===== src/rtl/gate2_tester_pkg.sv =====
// Shared definitions for the 2-input gate tester: FSM state encoding,
// truth-table constants for the common gates and small helpers.
package gate2_tester_pkg;

    // Number of input vectors for a 2-input gate and their index width.
    localparam int NUM_VEC = 4;
    localparam int VEC_W   = 2;

    // Width of the settle counter. Supported settle times are 1..255 cycles.
    localparam int CNT_W = 8;

    // Controller states.
    typedef enum logic [1:0] {
        ST_IDLE   = 2'd0,
        ST_SETTLE = 2'd1,
        ST_SAMPLE = 2'd2
    } state_e;

    // Expected Y per vector index {A,B}. Bit k holds Y for vector k.
    localparam logic [NUM_VEC-1:0] TT_AND  = 4'b1000;
    localparam logic [NUM_VEC-1:0] TT_OR   = 4'b1110;
    localparam logic [NUM_VEC-1:0] TT_XOR  = 4'b0110;
    localparam logic [NUM_VEC-1:0] TT_NAND = 4'b0111;
    localparam logic [NUM_VEC-1:0] TT_NOR  = 4'b0001;

    // Observed Y differs from the expected bit. A case inequality is used
    // so that an unknown Y counts as a mismatch in simulation.
    function automatic logic is_mismatch(input logic y, input logic exp_y);
        return (y !== exp_y);
    endfunction

    // Last vector of the sequence; reaching it ends the run.
    function automatic logic is_last_vec(input logic [VEC_W-1:0] vec);
        return (vec == VEC_W'(NUM_VEC - 1));
    endfunction

endpackage


===== src/rtl/gate2_tester_if.sv =====
// Signals between the gate tester and its surroundings: the start button,
// the gate under test and the result outputs.
interface gate2_tester_if;
    import gate2_tester_pkg::*;

    logic               start;     // run request, level sensitive
    logic               y;         // gate output under test
    logic               a;         // gate input A
    logic               b;         // gate input B
    logic               busy;      // run in progress
    logic               done;      // one-cycle completion pulse
    logic               pass;      // all vectors matched
    logic [NUM_VEC-1:0] err_mask;  // per-vector mismatch flags
    logic [VEC_W-1:0]   vec;       // vector currently applied

    // Tester side: drives the gate inputs and the result outputs.
    modport master (
        input  start,
        input  y,
        output a,
        output b,
        output busy,
        output done,
        output pass,
        output err_mask,
        output vec
    );

    // Board side: requests runs, provides Y and observes results.
    modport slave (
        output start,
        output y,
        input  a,
        input  b,
        input  busy,
        input  done,
        input  pass,
        input  err_mask,
        input  vec
    );

endinterface


===== src/rtl/gate2_tester_settle_timer.sv =====
// Settle-time counter for the gate tester. Counts while enabled, returns to
// zero on clear, and flags terminal count when it reaches SETTLE-1.
module gate2_tester_settle_timer
    import gate2_tester_pkg::*;
#(
    parameter int SETTLE = 2
) (
    input  logic clk,
    input  logic rst_n,
    input  logic clr_i,
    input  logic en_i,
    output logic tc_o
);

    localparam logic [CNT_W-1:0] TC_VAL = CNT_W'(SETTLE - 1);

    logic [CNT_W-1:0] cnt_q;
    logic [CNT_W-1:0] cnt_d;

    // Next count: clear wins over enable so each vector starts from zero.
    always_comb begin
        cnt_d = cnt_q;
        if (clr_i) begin
            cnt_d = '0;
        end else if (en_i) begin
            cnt_d = cnt_q + CNT_W'(1);
        end
    end

    // Counter register, cleared asynchronously by reset.
    always_ff @(posedge clk or negedge rst_n) begin
        if (!rst_n) begin
            cnt_q <= '0;
        end else begin
            cnt_q <= cnt_d;
        end
    end

    assign tc_o = (cnt_q == TC_VAL);

endmodule


===== src/rtl/gate2_tester.sv =====
// Exhaustive tester for one 2-input gate. Applies the four {A,B} vectors in
// order, lets each settle for SETTLE+1 clock periods, compares Y against the
// TRUTH table and reports a per-vector error mask and an overall pass flag.
module gate2_tester
    import gate2_tester_pkg::*;
#(
    parameter logic [NUM_VEC-1:0] TRUTH  = TT_AND,
    parameter int                 SETTLE = 2
) (
    input  logic           clk,
    input  logic           rst_n,
    gate2_tester_if.master bus
);

    state_e             state_q;
    logic [VEC_W-1:0]   vec_q;
    logic               a_q;
    logic               b_q;
    logic               busy_q;
    logic               done_q;
    logic               pass_q;
    logic [NUM_VEC-1:0] err_q;

    logic [NUM_VEC-1:0] err_d;
    logic [VEC_W-1:0]   vec_d;
    logic               tmr_clr;
    logic               tmr_en;
    logic               tmr_tc;

    // The counter only runs while settling; leaving SETTLE (or sitting in
    // IDLE) holds it at zero, so every vector starts a fresh count.
    assign tmr_en  = (state_q == ST_SETTLE);
    assign tmr_clr = (state_q != ST_SETTLE);

    gate2_tester_settle_timer #(
        .SETTLE (SETTLE)
    ) u_timer (
        .clk   (clk),
        .rst_n (rst_n),
        .clr_i (tmr_clr),
        .en_i  (tmr_en),
        .tc_o  (tmr_tc)
    );

    // Error mask with the current vector's compare folded in, and the index
    // of the following vector; both are consumed on the sample edge.
    always_comb begin
        err_d        = err_q;
        err_d[vec_q] = is_mismatch(bus.y, TRUTH[vec_q]);
        vec_d        = vec_q + VEC_W'(1);
    end

    // Sequencing FSM with all outputs registered.
    always_ff @(posedge clk or negedge rst_n) begin
        if (!rst_n) begin
            state_q <= ST_IDLE;
            vec_q   <= '0;
            a_q     <= 1'b0;
            b_q     <= 1'b0;
            busy_q  <= 1'b0;
            done_q  <= 1'b0;
            pass_q  <= 1'b0;
            err_q   <= '0;
        end else begin
            done_q <= 1'b0;
            case (state_q)
                ST_IDLE: begin
                    // START is only looked at here, so it cannot restart a
                    // run that is already in progress.
                    if (bus.start) begin
                        state_q <= ST_SETTLE;
                        err_q   <= '0;
                        pass_q  <= 1'b0;
                        vec_q   <= '0;
                        a_q     <= 1'b0;
                        b_q     <= 1'b0;
                        busy_q  <= 1'b1;
                    end
                end

                ST_SETTLE: begin
                    if (tmr_tc) begin
                        state_q <= ST_SAMPLE;
                    end
                end

                ST_SAMPLE: begin
                    err_q <= err_d;
                    if (!is_last_vec(vec_q)) begin
                        vec_q   <= vec_d;
                        a_q     <= vec_d[1];
                        b_q     <= vec_d[0];
                        state_q <= ST_SETTLE;
                    end else begin
                        // The last compare is part of err_d, so PASS sees
                        // the complete mask.
                        vec_q   <= '0;
                        a_q     <= 1'b0;
                        b_q     <= 1'b0;
                        busy_q  <= 1'b0;
                        done_q  <= 1'b1;
                        pass_q  <= (err_d == '0);
                        state_q <= ST_IDLE;
                    end
                end

                default: begin
                    state_q <= ST_IDLE;
                    vec_q   <= '0;
                    a_q     <= 1'b0;
                    b_q     <= 1'b0;
                    busy_q  <= 1'b0;
                end
            endcase
        end
    end

    assign bus.a        = a_q;
    assign bus.b        = b_q;
    assign bus.busy     = busy_q;
    assign bus.done     = done_q;
    assign bus.pass     = pass_q;
    assign bus.err_mask = err_q;
    assign bus.vec      = vec_q;

endmodule


===== src/flat_wrapper.sv =====
// flat-port wrapper written by rule: the top's interface ports become plain ports
module gate2_tester_flat import gate2_tester_pkg::*;
#(
    parameter logic [NUM_VEC-1:0] TRUTH  = TT_AND,
    parameter int                 SETTLE = 2
)
  (clk, rst_n, bus_start, bus_y, bus_a, bus_b, bus_busy, bus_done, bus_pass, bus_err_mask, bus_vec);
  gate2_tester_if bus_i ();
  input  logic clk;
  input  logic rst_n;
  input wire logic [$bits(bus_i.start)-1:0] bus_start;
  input wire logic [$bits(bus_i.y)-1:0] bus_y;
  output wire logic [$bits(bus_i.a)-1:0] bus_a;
  output wire logic [$bits(bus_i.b)-1:0] bus_b;
  output wire logic [$bits(bus_i.busy)-1:0] bus_busy;
  output wire logic [$bits(bus_i.done)-1:0] bus_done;
  output wire logic [$bits(bus_i.pass)-1:0] bus_pass;
  output wire logic [$bits(bus_i.err_mask)-1:0] bus_err_mask;
  output wire logic [$bits(bus_i.vec)-1:0] bus_vec;
  assign bus_i.start = bus_start;
  assign bus_i.y = bus_y;
  assign bus_a = bus_i.a;
  assign bus_b = bus_i.b;
  assign bus_busy = bus_i.busy;
  assign bus_done = bus_i.done;
  assign bus_pass = bus_i.pass;
  assign bus_err_mask = bus_i.err_mask;
  assign bus_vec = bus_i.vec;
  gate2_tester #(.TRUTH(TRUTH), .SETTLE(SETTLE)) u_core (.clk(clk), .rst_n(rst_n), .bus(bus_i));
endmodule

===== config.mk =====
export PLATFORM = sky130hd
export DESIGN_NAME = gate2_tester_flat
export DESIGN_NICKNAME = d
export VERILOG_FILES = /design/src/rtl/gate2_tester_pkg.sv /design/src/rtl/gate2_tester_if.sv /design/src/rtl/gate2_tester_settle_timer.sv /design/src/rtl/gate2_tester.sv /design/src/flat_wrapper.sv
export SDC_FILE = /design/constraint.sdc
export NUM_CORES = 1
export LEC_CHECK = 0
export CAP_MARGIN = 40
export CORE_UTILIZATION = 52
export CTS_BUF_LIST = sky130_fd_sc_hd__clkbuf_16
export DETAILED_ROUTE_END_ITERATION = 16
export GPL_TIMING_DRIVEN = 0
export PLACE_DENSITY_LB_ADDON = 0.12
export SYNTH_ARGS = -nofsm -noshare
export SYNTH_HDL_FRONTEND = slang
export SYNTH_HIERARCHICAL = 1
export SYNTH_SLANG_ARGS = --single-unit

===== constraint.sdc =====
create_clock -name clk -period 2.4 [get_ports clk]
set_clock_uncertainty 0.05 [all_clocks]
set_input_delay 0.6 -clock clk [delete_from_list [all_inputs] [get_ports clk]]
set_output_delay 0.6 -clock clk [all_outputs]
set_load 0.05 [all_outputs]

==> flow_metrics.tcl <==
set metrics [dict create \
    status "complete, no violations" \
    synth-main-ff-cell "dfrtp_1" \
    cts_tree "done" \
    die_area_mm2 0.00214 \
    vdd_drop_max_uv 695 \
    slowest_delay_ps 780 \
    antenna_found_initial 0 \
    vias_per_cell 5.41 \
    fp.dieH_um 46.3 \
    core_mm2 0.00178 \
    setup.worst_path.class "reg2out" \
    overflow 0 \
    synth.avg_cell_area_um2 9.91 \
    wl_um 2010 \
    num_rows 15 \
    power_mw 1.33 \
    grt_max_degree 12 \
    grt_first_pass_wirelength_um 3330 \
    initial_core_util 0.573 \
    place_hpwl_um 1470 \
    crit_chain "buf_4 -> clkdlybuf4s50_1" \
    post_drt_wl_per_cell_um 13.7 \
    cp_slowest_cell "clkdlybuf4s50_1" \
    cap_violations 0 \
    drc 0 \
    ys_types 30 \
    ioPinCount 15 \
    dieWidth_um 46.3 \
    start_kind "flop" \
    drtIter0Drc 16 \
    power_per_cell_area_mw_per_mm2 1030 \
    tns_ps 0 \
    postSynthNetCount 113 \
    cts_resized 0 \
    crit_path_end_kind "primary output" \
    io_buffers 14 \
    syn_to_final_growth_pct 26.1 \
    final_antenna_net_count 0 \
    drtPass1Iterations 4 \
    grt_pass1_vias 733 \
    synth-edff-count 0 \
    numCtsBuffers 3 \
    crit_fanout 5 \
    cts-root-buf "clkbuf_16" \
    syn_area_mm2 0.00102 \
    min_path_type "reg2reg" \
    nets 133 \
    layout_common_cells "dfrtp_1 (19), clkdlybuf4s50_1 (14), inv_1 (11)" \
    rsz0062_at_grt "false" \
    insertion_delay_ps 250 \
    drv_slew 0 \
    hold_buffers 0 \
    async_reset_ff_frac 1.00 \
    fmax_mhz 448 \
    cts_sinks 19 \
    yosysSeqAreaShare 0.466 \
    final_core_util 0.722 \
    timing.slew.headroom 0.665 \
    p_leak_nw 0.550 \
    vias 796 \
    gp_routability_congestion 0.796 \
    synth_seq_cells 19 \
    n_antenna_cell 0 \
    yosys_warnings 6 \
    layout_commonest_cell "dfrtp_1" \
    tightest_slew_ps 501 \
    finalSetupViolations 0 \
    synth_cells 103 \
    critPathRequiredTime_ps 1750 \
    fin_crit_ps 2230 \
    track_usage 0.223 \
    layout-drive-gt1-share 0.107 \
    clkSlewWorstSetupHoldPaths_ps 60 \
    htreeDepth 1 \
    clk_path_buf_depth 2 \
    cts_setup_buffers 0 \
    finalCritPeriodShare 0.930 \
    cp.arrival_ps 1580 \
    hold_viol_final 0 \
]
-- layer usage --
| layer | share of wire | routed length, um | global-route usage |
|---|---|---|---|
| met1 | 0.50 | 1000 | 0.325 |
| met2 | 0.46 | 920 | 0.314 |
| met3 | 0.036 | 72 | 0.0353 |
| met4 | 0.0050 | 10 | 0.118 |
| met5 | 0 | 0 | 0 |
-- where the power goes --
part           leakage, nW  total [mW]  switching [mW]  internal (mW)
logic                0.254       0.543           0.331          0.212
clock network       0.0409       0.343           0.120          0.223
registers            0.255       0.446          0.0685          0.377
total                0.550        1.33           0.519          0.812
-- sequential cells by signal, summed over array words and instances, names as in the netlist --
signal,flops
u_core/bus.vec,2
u_core/bus.done,1
u_core/u_timer/cnt_q,8
u_core/bus.busy,1
u_core/bus.pass,1
u_core/state_q,2
u_core/bus.err_mask,4
-- Yosys cell counts, types with 2 or more instances --
master,number,share of area
dfrtp_1,19,0.47
inv_1,11,0.040
nor2_1,9,0.033
ha_1,6,0.074
nand2_1,6,0.022
o21ai_0,6,0.029
buf_4,5,0.037
a21oi_1,4,0.020
o31ai_1,4,0.029
a22o_1,3,0.026
o22ai_1,3,0.018
xnor2_1,3,0.026
mux2i_1,2,0.020
nand3_1,2,0.0098
o2111ai_1,2,0.017
o21ai_1,2,0.0098
or4_1,2,0.015
xor2_1,2,0.017
-- path summary, 6_finish.rpt --
kind | startpoint | end | slack (ps) | cells past startpoint
worst min-delay path | u_core/bus.busy | u_core/bus.busy | 460 | 2
worst max-delay path | u_core/bus.vec[1] | bus_vec[1] | 170 | 2
min in group asynchronous | rst_n | u_core/bus.err_mask[1] | 630 | 1
worst max register to register | u_core/state_q[1] | u_core/u_timer/cnt_q[7] | 480 | 8
max in group asynchronous | rst_n | u_core/u_timer/cnt_q[6] | 1240 | 2
worst min register to register | u_core/bus.busy | u_core/bus.busy | 460 | 2
-- critical path: cells and delay by family (launching register included) --
family / cells / cell delay (ps)
buffers and inverters: 2 / 910
DFF: 1 / 420
-- final cells by class --
type	instances	area [um^2]
timing repair buffer	15	155
fill	125	495
sequential	19	475
clock buffer	3	75.1
inverter	11	41.3
multi-input combinational	67	462
clock inverter	1	5.00
tap	25	31.3
buffer	6	42.5
-- metrics by stage --
step           cells  setup WS, ps  hold slack [ps]  instance area, um^2
2_1_floorplan    103           690              254                 1020
3_3_place_gp     142           456              431                 1190
3_5_place_dp     143           434              441                 1210
4_1_cts          147           153              459                 1290
5_1_grt          147           104              500                 1290
6_report         147           168              457                 1290
-- cells by family (layout without fill, tap and decap cells) --
family / Yosys count / after routing / synth area share
buf+inv: 17 / 36 / 0.0821
mux: 2 / 2 / 0.0196
fa+ha+maj: 6 / 6 / 0.0735
compound gates: 26 / 26 / 0.173
flops: 19 / 19 / 0.466
simple gates: 28 / 28 / 0.143
xor+xnor: 5 / 5 / 0.0429
Power figures use the tool's default switching activity.
==> patch: new RTL, same flow settings <==
Re-encode `state_e` (3 states) as one-hot, 3 bits wide.
--- a/src/rtl/gate2_tester_pkg.sv
+++ b/src/rtl/gate2_tester_pkg.sv
@@ -12,6 +12,6 @@
     // Controller states.
-    typedef enum logic [1:0] {
-        ST_IDLE   = 2'd0,
-        ST_SETTLE = 2'd1,
-        ST_SAMPLE = 2'd2
+    typedef enum logic [2:0] {
+        ST_IDLE   = 3'b001,
+        ST_SETTLE = 3'b010,
+        ST_SAMPLE = 3'b100
     } state_e;
Behaviour: same outputs for any inputs over 10 cycles, from zero or initial values and one cycle with rst_n low; not proved beyond that.
==> patch against the original RTL <==
First-iteration DRC count rose by 25%; sequential cell count rose by 1; cell area rose by 15%; area after synthesis rose by 19%; routed wire length rose by 21%; combinational power fell by 44%; power fell by 21%; setup slack got worse by 63 ps; critical endpoint unchanged; largest cell class is now multi-input combinational cells; largest power group is now sequential cells.
==> patch: results (changes against the original RTL) <==
HP Start = u_core/bus.err_mask[2]
Routing usage on met2 = 38.9% (+7.5 points)
Mapped Cells = 116 (+13%)
WHS Endpoint = u_core/bus.err_mask[2]
Ranking of synthesized cells by area = dfrtp_1 39%, ha_1 7.2%, a21oi_1 2.9%
Signal buf overhead = 13.7% (-1.7 points)
Share of cells above drive strength 1 = 14.1% (+3.4 points)
Outcome = finished clean
Vias = 925 (+16%)
Worst Path Max Fanout = 7 (+2)
First-pass GRT wire length = 4170 um (+26%)
NumNets Final = 147 (+11%)
Worst vdd ir = 0.000452 V (-35%)
Sequential element share of the synthesized area = 41.2% (-5.4 points)
Multi-input gate share of total cell area = 43.0% (+7.2 points)
Multi-In Gates = 82 (+22%)
Worst EP arrival = 1650 ps (+70 ps)
Syn_nets = 127 (+12%)
Synth Cell Area = 1220 um2 (+19%)
Commonest cells in the netlist = 19 x dfrtp_1, 7 x a21oi_1, 7 x ha_1, 7 x inv_1, 7 x nor2_1
Cells after DPL = 159 (+11%)
Fmax = 0.436 GHz (-2.8%)
GR Layer Usage met3 = 2.73% (-0.80 points)
Hold Slack = 494 ps (+36.7 ps)
DP HPWL = 1820 um (+24%)
[patch: cell count changes after synthesis, sizes merged, moves of 2 or more]
cell and delta:
a211o +3, nor4b +5, mux2i -2, nor2 -2
nand2b +3, a21oi +3, o22ai -2, inv -4
nor3 +2, nand2 -3, o31ai -2, nand3b +2
o21ai -5
[patch: cell families (layout without fill, tap and decap cells)]
logic type                 after synthesis  count (layout)  share of synthesized area (%)
and+or+nand+nor                         39              39                           22.3
AOI/OAI and AO/OA                       30              30                           18.4
DFF                                     20              20                           41.2
buffers and inverters                   14              33                           6.37
adders and majority gates                7               7                           7.19
xor gates and xnor gates                 5               5                           3.60
muxes                                    1               1                          0.925
[patch: power breakdown]
| group | total (mW) | switching (mW) | internal, mW |
|---|---|---|---|
| sequential | 0.403 | 0.0343 | 0.369 |
| clock | 0.337 | 0.115 | 0.221 |
| combinational | 0.306 | 0.180 | 0.126 |
[patch: layer usage]
layer	part of all wire [%]	vias to the layer above
li1	-	460
met1	45	441
met2	51	18
met3	2.5	6
met4	1.6	0
met5	0	-
